[src/rtl/mem_ctrl_pkg.sv]
// Shared constants and helpers for the byte-serial memory controller.
// Holds the state encodings, bus widths and the I/O region tag.
package mem_ctrl_pkg;

  localparam int DATA_WIDTH        = 32;
  localparam int RAM_ADDRESS_WIDTH = 32;
  localparam int BYTE_WIDTH        = 8;

  // Address bits [17:16] carrying this value select the I/O region.
  localparam logic [1:0] IO_REGION_TAG = 2'b11;

  typedef enum logic [1:0] {
    MEM_IDLE  = 2'd0,
    MEM_STORE = 2'd1,
    MEM_LOAD  = 2'd2
  } mem_state_e;

  // Anything other than 1 or 2 bytes is handled as a full word.
  function automatic logic [2:0] norm_size(input logic [2:0] size);
    case (size)
      3'd1:    norm_size = 3'd1;
      3'd2:    norm_size = 3'd2;
      default: norm_size = 3'd4;
    endcase
  endfunction

  function automatic logic [1:0] last_idx(input logic [2:0] size);
    logic [2:0] m;
    m = size - 3'd1;
    return m[1:0];
  endfunction

endpackage

[src/rtl/mem_ctrl.sv]
// Byte-serial memory controller: splits ROB stores and SLB loads into byte accesses.
// Optional macro MEM_IO_STALL_EN holds I/O-region store bytes while io_buffer_full is set.
module mem_ctrl
  import mem_ctrl_pkg::*;
(
  input  logic                         clk,
  input  logic                         rst,
  input  logic                         rdy,
  input  logic                         in_rob_save,
  input  logic [2:0]                   in_rob_size,
  input  logic [RAM_ADDRESS_WIDTH-1:0] in_rob_address,
  input  logic [DATA_WIDTH-1:0]        in_rob_data,
  output logic                         out_rob_save_done,
  input  logic                         in_slb_load,
  input  logic [2:0]                   in_slb_size,
  input  logic [RAM_ADDRESS_WIDTH-1:0] in_slb_address,
  output logic                         out_slb_load_done,
  output logic [DATA_WIDTH-1:0]        out_slb_data,
  input  logic                         in_misbranch,
  input  logic [BYTE_WIDTH-1:0]        mem_din,
  output logic [BYTE_WIDTH-1:0]        mem_dout,
  output logic [RAM_ADDRESS_WIDTH-1:0] mem_a,
  output logic                         mem_wr,
  input  logic                         io_buffer_full
);

  mem_state_e state, state_nxt;

  logic [1:0] k;
  logic [1:0] cap_idx;
  logic       cap_valid;
  logic       issue_done;

  logic                         st_pend;
  logic [2:0]                   st_size;
  logic [RAM_ADDRESS_WIDTH-1:0] st_addr;
  logic [DATA_WIDTH-1:0]        st_data;

  logic                         ld_pend;
  logic [2:0]                   ld_size;
  logic [RAM_ADDRESS_WIDTH-1:0] ld_addr;

  logic [DATA_WIDTH-1:0] ld_buf;
  logic [DATA_WIDTH-1:0] ld_merged;
  logic [DATA_WIDTH-1:0] slb_data_q;
  logic                  save_done_q;
  logic                  load_done_q;

  logic                         store_req;
  logic                         load_req;
  logic                         st_last;
  logic                         ld_last;
  logic                         ld_issue;
  logic                         io_hold;
  logic [1:0]                   ld_idx;
  logic [RAM_ADDRESS_WIDTH-1:0] st_byte_addr;
  logic [RAM_ADDRESS_WIDTH-1:0] ld_byte_addr;
  logic [DATA_WIDTH-1:0]        st_shifted;

  assign store_req = st_pend | in_rob_save;
  assign load_req  = (ld_pend | in_slb_load) & ~in_misbranch;

  assign st_byte_addr = st_addr + RAM_ADDRESS_WIDTH'(k);
  assign st_shifted   = st_data >> {k, 3'b000};
  assign st_last      = (k == last_idx(st_size));

  // Without a valid capture pending (start, or after a rdy stall) the oldest
  // uncaptured byte is (re)issued; otherwise the next byte in sequence.
  assign ld_idx       = cap_valid ? k : cap_idx;
  assign ld_issue     = !cap_valid || !issue_done;
  assign ld_byte_addr = ld_addr + RAM_ADDRESS_WIDTH'(ld_idx);
  assign ld_last      = (cap_idx == last_idx(ld_size));
  assign ld_merged    = ld_buf | (DATA_WIDTH'(mem_din) << {cap_idx, 3'b000});

`ifdef MEM_IO_STALL_EN
  assign io_hold = (state == MEM_STORE) &&
                   (st_byte_addr[17:16] == IO_REGION_TAG) && io_buffer_full;
`else
  logic unused_io;
  assign unused_io = io_buffer_full;
  assign io_hold   = 1'b0;
`endif

  always_comb begin
    state_nxt = state;
    mem_a     = '0;
    mem_dout  = '0;
    mem_wr    = 1'b0;
    case (state)
      MEM_IDLE: begin
        if (store_req)
          state_nxt = MEM_STORE;
        else if (load_req)
          state_nxt = MEM_LOAD;
      end
      MEM_STORE: begin
        mem_a    = st_byte_addr;
        mem_dout = st_shifted[BYTE_WIDTH-1:0];
        mem_wr   = rdy && !io_hold;
        if (!io_hold && st_last)
          state_nxt = MEM_IDLE;
      end
      MEM_LOAD: begin
        if (ld_issue)
          mem_a = ld_byte_addr;
        if (in_misbranch || (cap_valid && ld_last))
          state_nxt = MEM_IDLE;
      end
      default: state_nxt = MEM_IDLE;
    endcase
  end

  // Everything advances only while rdy is high; a stall just invalidates the
  // in-flight read so it is fetched again on resume.
  always_ff @(posedge clk) begin
    if (rst) begin
      state       <= MEM_IDLE;
      k           <= '0;
      cap_idx     <= '0;
      cap_valid   <= 1'b0;
      issue_done  <= 1'b0;
      st_pend     <= 1'b0;
      st_size     <= '0;
      st_addr     <= '0;
      st_data     <= '0;
      ld_pend     <= 1'b0;
      ld_size     <= '0;
      ld_addr     <= '0;
      ld_buf      <= '0;
      slb_data_q  <= '0;
      save_done_q <= 1'b0;
      load_done_q <= 1'b0;
    end else if (rdy) begin
      state       <= state_nxt;
      save_done_q <= 1'b0;
      load_done_q <= 1'b0;
      case (state)
        MEM_IDLE: begin
          k          <= '0;
          cap_idx    <= '0;
          cap_valid  <= 1'b0;
          issue_done <= 1'b0;
          ld_buf     <= '0;
        end
        MEM_STORE: begin
          if (!io_hold) begin
            k <= k + 2'd1;
            if (st_last) begin
              st_pend     <= 1'b0;
              save_done_q <= 1'b1;
            end
          end
        end
        MEM_LOAD: begin
          if (!in_misbranch) begin
            if (ld_issue) begin
              cap_valid <= 1'b1;
              k         <= ld_idx + 2'd1;
              if (ld_idx == last_idx(ld_size))
                issue_done <= 1'b1;
            end else begin
              cap_valid <= 1'b0;
            end
            if (cap_valid) begin
              ld_buf  <= ld_merged;
              cap_idx <= cap_idx + 2'd1;
              if (ld_last) begin
                slb_data_q  <= ld_merged;
                load_done_q <= 1'b1;
                ld_pend     <= 1'b0;
              end
            end
          end
        end
        default: ;
      endcase
      // New requests take priority over the completion clears above.
      if (in_rob_save) begin
        st_pend <= 1'b1;
        st_size <= norm_size(in_rob_size);
        st_addr <= in_rob_address;
        st_data <= in_rob_data;
      end
      if (in_misbranch) begin
        ld_pend <= 1'b0;
      end else if (in_slb_load) begin
        ld_pend <= 1'b1;
        ld_size <= norm_size(in_slb_size);
        ld_addr <= in_slb_address;
      end
    end else begin
      cap_valid <= 1'b0;
    end
  end

  assign out_rob_save_done = save_done_q & rdy;
  assign out_slb_load_done = load_done_q & rdy;
  assign out_slb_data      = slb_data_q;

endmodule

[config.mk]
export PLATFORM = sky130hd
export DESIGN_NAME = mem_ctrl
export DESIGN_NICKNAME = d
export VERILOG_FILES = /design/src/rtl/mem_ctrl_pkg.sv /design/src/rtl/mem_ctrl.sv
export SDC_FILE = /design/constraint.sdc
export NUM_CORES = 1
export LEC_CHECK = 0
export CORE_MARGIN = 1.5
export CORE_UTILIZATION = 55
export DETAILED_ROUTE_END_ITERATION = 7
export PLACE_DENSITY = 0.95
export SETUP_SLACK_MARGIN = 0.05
export SLEW_MARGIN = 30
export SYNTH_ARGS = -nofsm -noshare
export SYNTH_HDL_FRONTEND = slang
export SYNTH_SLANG_ARGS = --single-unit
[constraint.sdc]
create_clock -name clk -period 7.3 [get_ports clk]
set_clock_uncertainty 0.2 [all_clocks]
set_input_delay 1.46 -clock clk [delete_from_list [all_inputs] [get_ports clk]]
set_output_delay 1.46 -clock clk [all_outputs]
set_load 0.05 [all_outputs]
==> qor.txt <==
Status -> finished, final reports clean
PD cells -> 196 nW/um^2
Ant diodes -> 0
Pre-antenna DRT Iters -> 8
Ranking of synthesized cells by area -> dfxtp_1 41%, nand2_1 10%, a21oi_1 8.8%, nor2_1 4.0%, a22oi_1 3.9%
CP endpoint kind -> primary output
Gate Count Post-Synth -> 1,122
Post-detail-place hpwl -> 16.5 mm
Syn-to-layout area delta -> 28.9%
Via/cell ratio -> 5.91
Dominant cell type by area after synthesis -> dfxtp_1
CTS buffer count -> 17
Yosys warns -> 0
Die area -> 16,500 um^2
Primary FF master, synth -> dfxtp_1
RSZ-0062 raised after global routing -> no
Critical-path cell list -> mux2_2 > fa_1 > nand4_1 > or3_1 > nor4_1 > mux2i_1 > o31a_1 > clkdlybuf4s50_1
Clk_lat worst skew -> 430 ps
CP max FO -> 14
Final ANT Viol Nets -> 0
Worst r2r src -> cap_idx[1]
Final cell count without fillers -> 1,464
Sequential area share after synthesis -> 40.8%
Via count -> 8,657
Max Fclk -> 0.167 GHz
LEAKAGE -> 3.71 nW
FF-to-FF End -> out_slb_data[23]
First-pass GRT wire length -> 39.0 mm
Hold WC Path Type -> register to register
Clk root buf -> clkbuf_16
Io pins -> 192
CTS tree -> yes
Pin count of the biggest net entering global routing -> 105
Flops & latches, synth -> 176
Nets -> 1,367
DP Cell Count -> 1,432
Critical Path Max Stage Delay -> 840 ps
Routed WL -> 24.1 mm
Hold path depth -> 2
Die height -> 128 um
Net switching power -> 0.000594 W
Post-synth EDFFs -> 0
Synth top area share -> 40.8%
Required time of the critical path -> 5640 ps
GRT Total Usage -> 29.3%
Setup bufs post-CTS -> 0
Initial antenna violation count -> 0
Post-synthesis async set-or-reset flop share -> 0%
Hold EP -> st_data[21]
Syn_nets -> 1,249
Gate power share -> 10.2%
Total gr overflow -> 0
Fin worst setup slack -> 1310 ps
Syn Area/Cell -> 7.70 um^2
Netlist cell types -> 50
Cell row count -> 45
Min-delay src -> st_data[21]
Fin. max-slew vios -> 0
Filler cells -> 1,099
I/O Buffers -> 190
Remaining DRCs -> 0
R2r setup slk -> 4740 ps
Final critical-path share of the clock period -> 82.1%
Initial drt markers -> 824
Minimum clock period -> 5990 ps
Post-route setup TNS -> 0 ps
Share of total power in the clock network -> 43.5%
Flop pwr share -> 46.3%
Synth Cell Area -> 8640 um^2
Slew at the pin closest to its max-slew limit -> 931 ps
Worst Reg-to-Reg Cells -> 5
Sequential Area -> 3520 um^2
Slew margin rel. -> 37.3%
Internal power -> 0.00159 W
Clock sink count -> 176
Avg WL per Cell -> 16.4 um
CP arrival -> 4330 ps
Die width -> 128 um
Hold Buf Count CTS -> 0
Switching share of power -> 27.2%
Core area -> 15,300 um^2
Area of the multi-input gates -> 4690 um^2
Layout cells sized above 1 -> 4.95%
Final setup vio count -> 0
Worst slack, placed -> 1750 ps
Worst path slowest cell -> dfxtp_1
Critical path type -> register to primary output
H-tree Lvls -> 4
Final Hold Viols -> 0
CTS Buffer Depth -> 2
Critical path startpoint category -> register
Max-cap violation count -> 0
Most frequent cell after synthesis -> nand2_1
Vias in the first global route -> 8,229
Top cells by count, synth -> 236 x nand2_1, 176 x dfxtp_1, 152 x a21oi_1
Final RePlAce weighted congestion -> 0.938
VDD IR max -> 0.000145 V
Worst-path clk slew -> 80 ps
Post-cts sizing count -> 0
Starting Density -> 56.6%
worst max-delay path, delay by kind of cell, from the launching register on:
kind / cells / cell delay, ps
multiplexers: 2 / 620
adder cells (fa/ha/maj): 1 / 280
buffers and inverters: 1 / 840
AO/OA/AOI/OAI: 1 / 150
AND/OR/NAND/NOR: 3 / 1170
flip-flops: 1 / 840
per-layer routing:
| metal | vias to the layer above | part of all wire [%] | routed length (um) | track usage, % |
|---|---|---|---|---|
| met2 | 421 | 50 | 12000 | 51.2 |
| met4 | 0 | 3.7 | 881 | 14.3 |
| li1 | 4126 | - | - | - |
| met5 | - | 0 | 0 | 0 |
| met3 | 88 | 7.6 | 1820 | 6.24 |
| met1 | 4022 | 39 | 9420 | 34.3 |
sequential cells by signal, summed over array words and instances (netlist names):
name / flops
ld_buf: 32
state: 2
ld_pend: 1
issue_done: 1
ld_size: 2
out_slb_data: 32
cap_idx: 2
st_data: 32
st_pend: 1
k: 2
st_size: 2
ld_addr: 32
st_addr: 32
save_done_q: 1
cap_valid: 1
load_done_q: 1
power groups by stage:
stage               Combinational [W]  Clock (W)  Sequential (W)
floorplan                    0.000130          0         0.00102
global placement             0.000214          0         0.00103
detailed placement           0.000218          0         0.00103
CTS                          0.000220   0.000958         0.00101
global route                 0.000243   0.000996         0.00101
finish                       0.000222   0.000949         0.00101
through the flow:
step	hold slack [ps]	util [%]	total power [W]	area, um^2
2_1_floorplan	233	-	0.00115	8640
3_3_place_gp	240	68.7	0.00124	10500
3_5_place_dp	245	68.8	0.00125	10500
4_1_cts	257	73.0	0.00219	11100
5_1_grt	277	73.0	0.00225	11100
6_report	255	73.0	0.00218	11100
cell usage in the layout (no fill, tap or decap), types with 14 or more instances in the layout:
master	Yosys	final
a211oi_1	34	34
clkbuf_16	0	17
nor3_1	21	20
o21ai_0	22	22
nor2_1	93	92
a22oi_1	45	45
xor2_1	19	19
nand3_1	19	19
clkdlybuf4s50_1	0	189
a21oi_1	152	152
and2_1	15	14
xnor2_1	21	21
nor4_1	23	23
inv_1	21	21
nand2_1	236	235
dfxtp_1	176	176
layout make-up:
type	instances	area share, %
multi-input combinational	829	42.1
sequential	176	31.6
timing repair buffer	195	17.4
clock buffer	17	3.82
tap	211	2.37
clock inverter	15	1.94
inverter	21	0.708
cell families after synthesis:
group | Yosys count | share of synthesized area [%]
AOI/OAI and AO/OA | 288 | 20.2
xor gates and xnor gates | 40 | 4.06
and+or+nand+nor | 470 | 24.6
buffers and inverters | 117 | 5.18
muxes | 21 | 3.62
adders and majority gates | 10 | 1.62
DFF | 176 | 40.8
worst max-delay path by stage:
stage | from | to | slack [ps]
2_1_floorplan | cap_valid | mem_a[24] | 2440
3_3_place_gp | k[1] | mem_a[30] | 1770
3_5_place_dp | k[1] | mem_a[30] | 1750
4_1_cts | k[1] | mem_a[30] | 1260
5_1_grt | k[1] | mem_a[30] | 1020
6_report | k[1] | mem_a[30] | 1310
No activity file was read; power rests on OpenSTA's default activity.
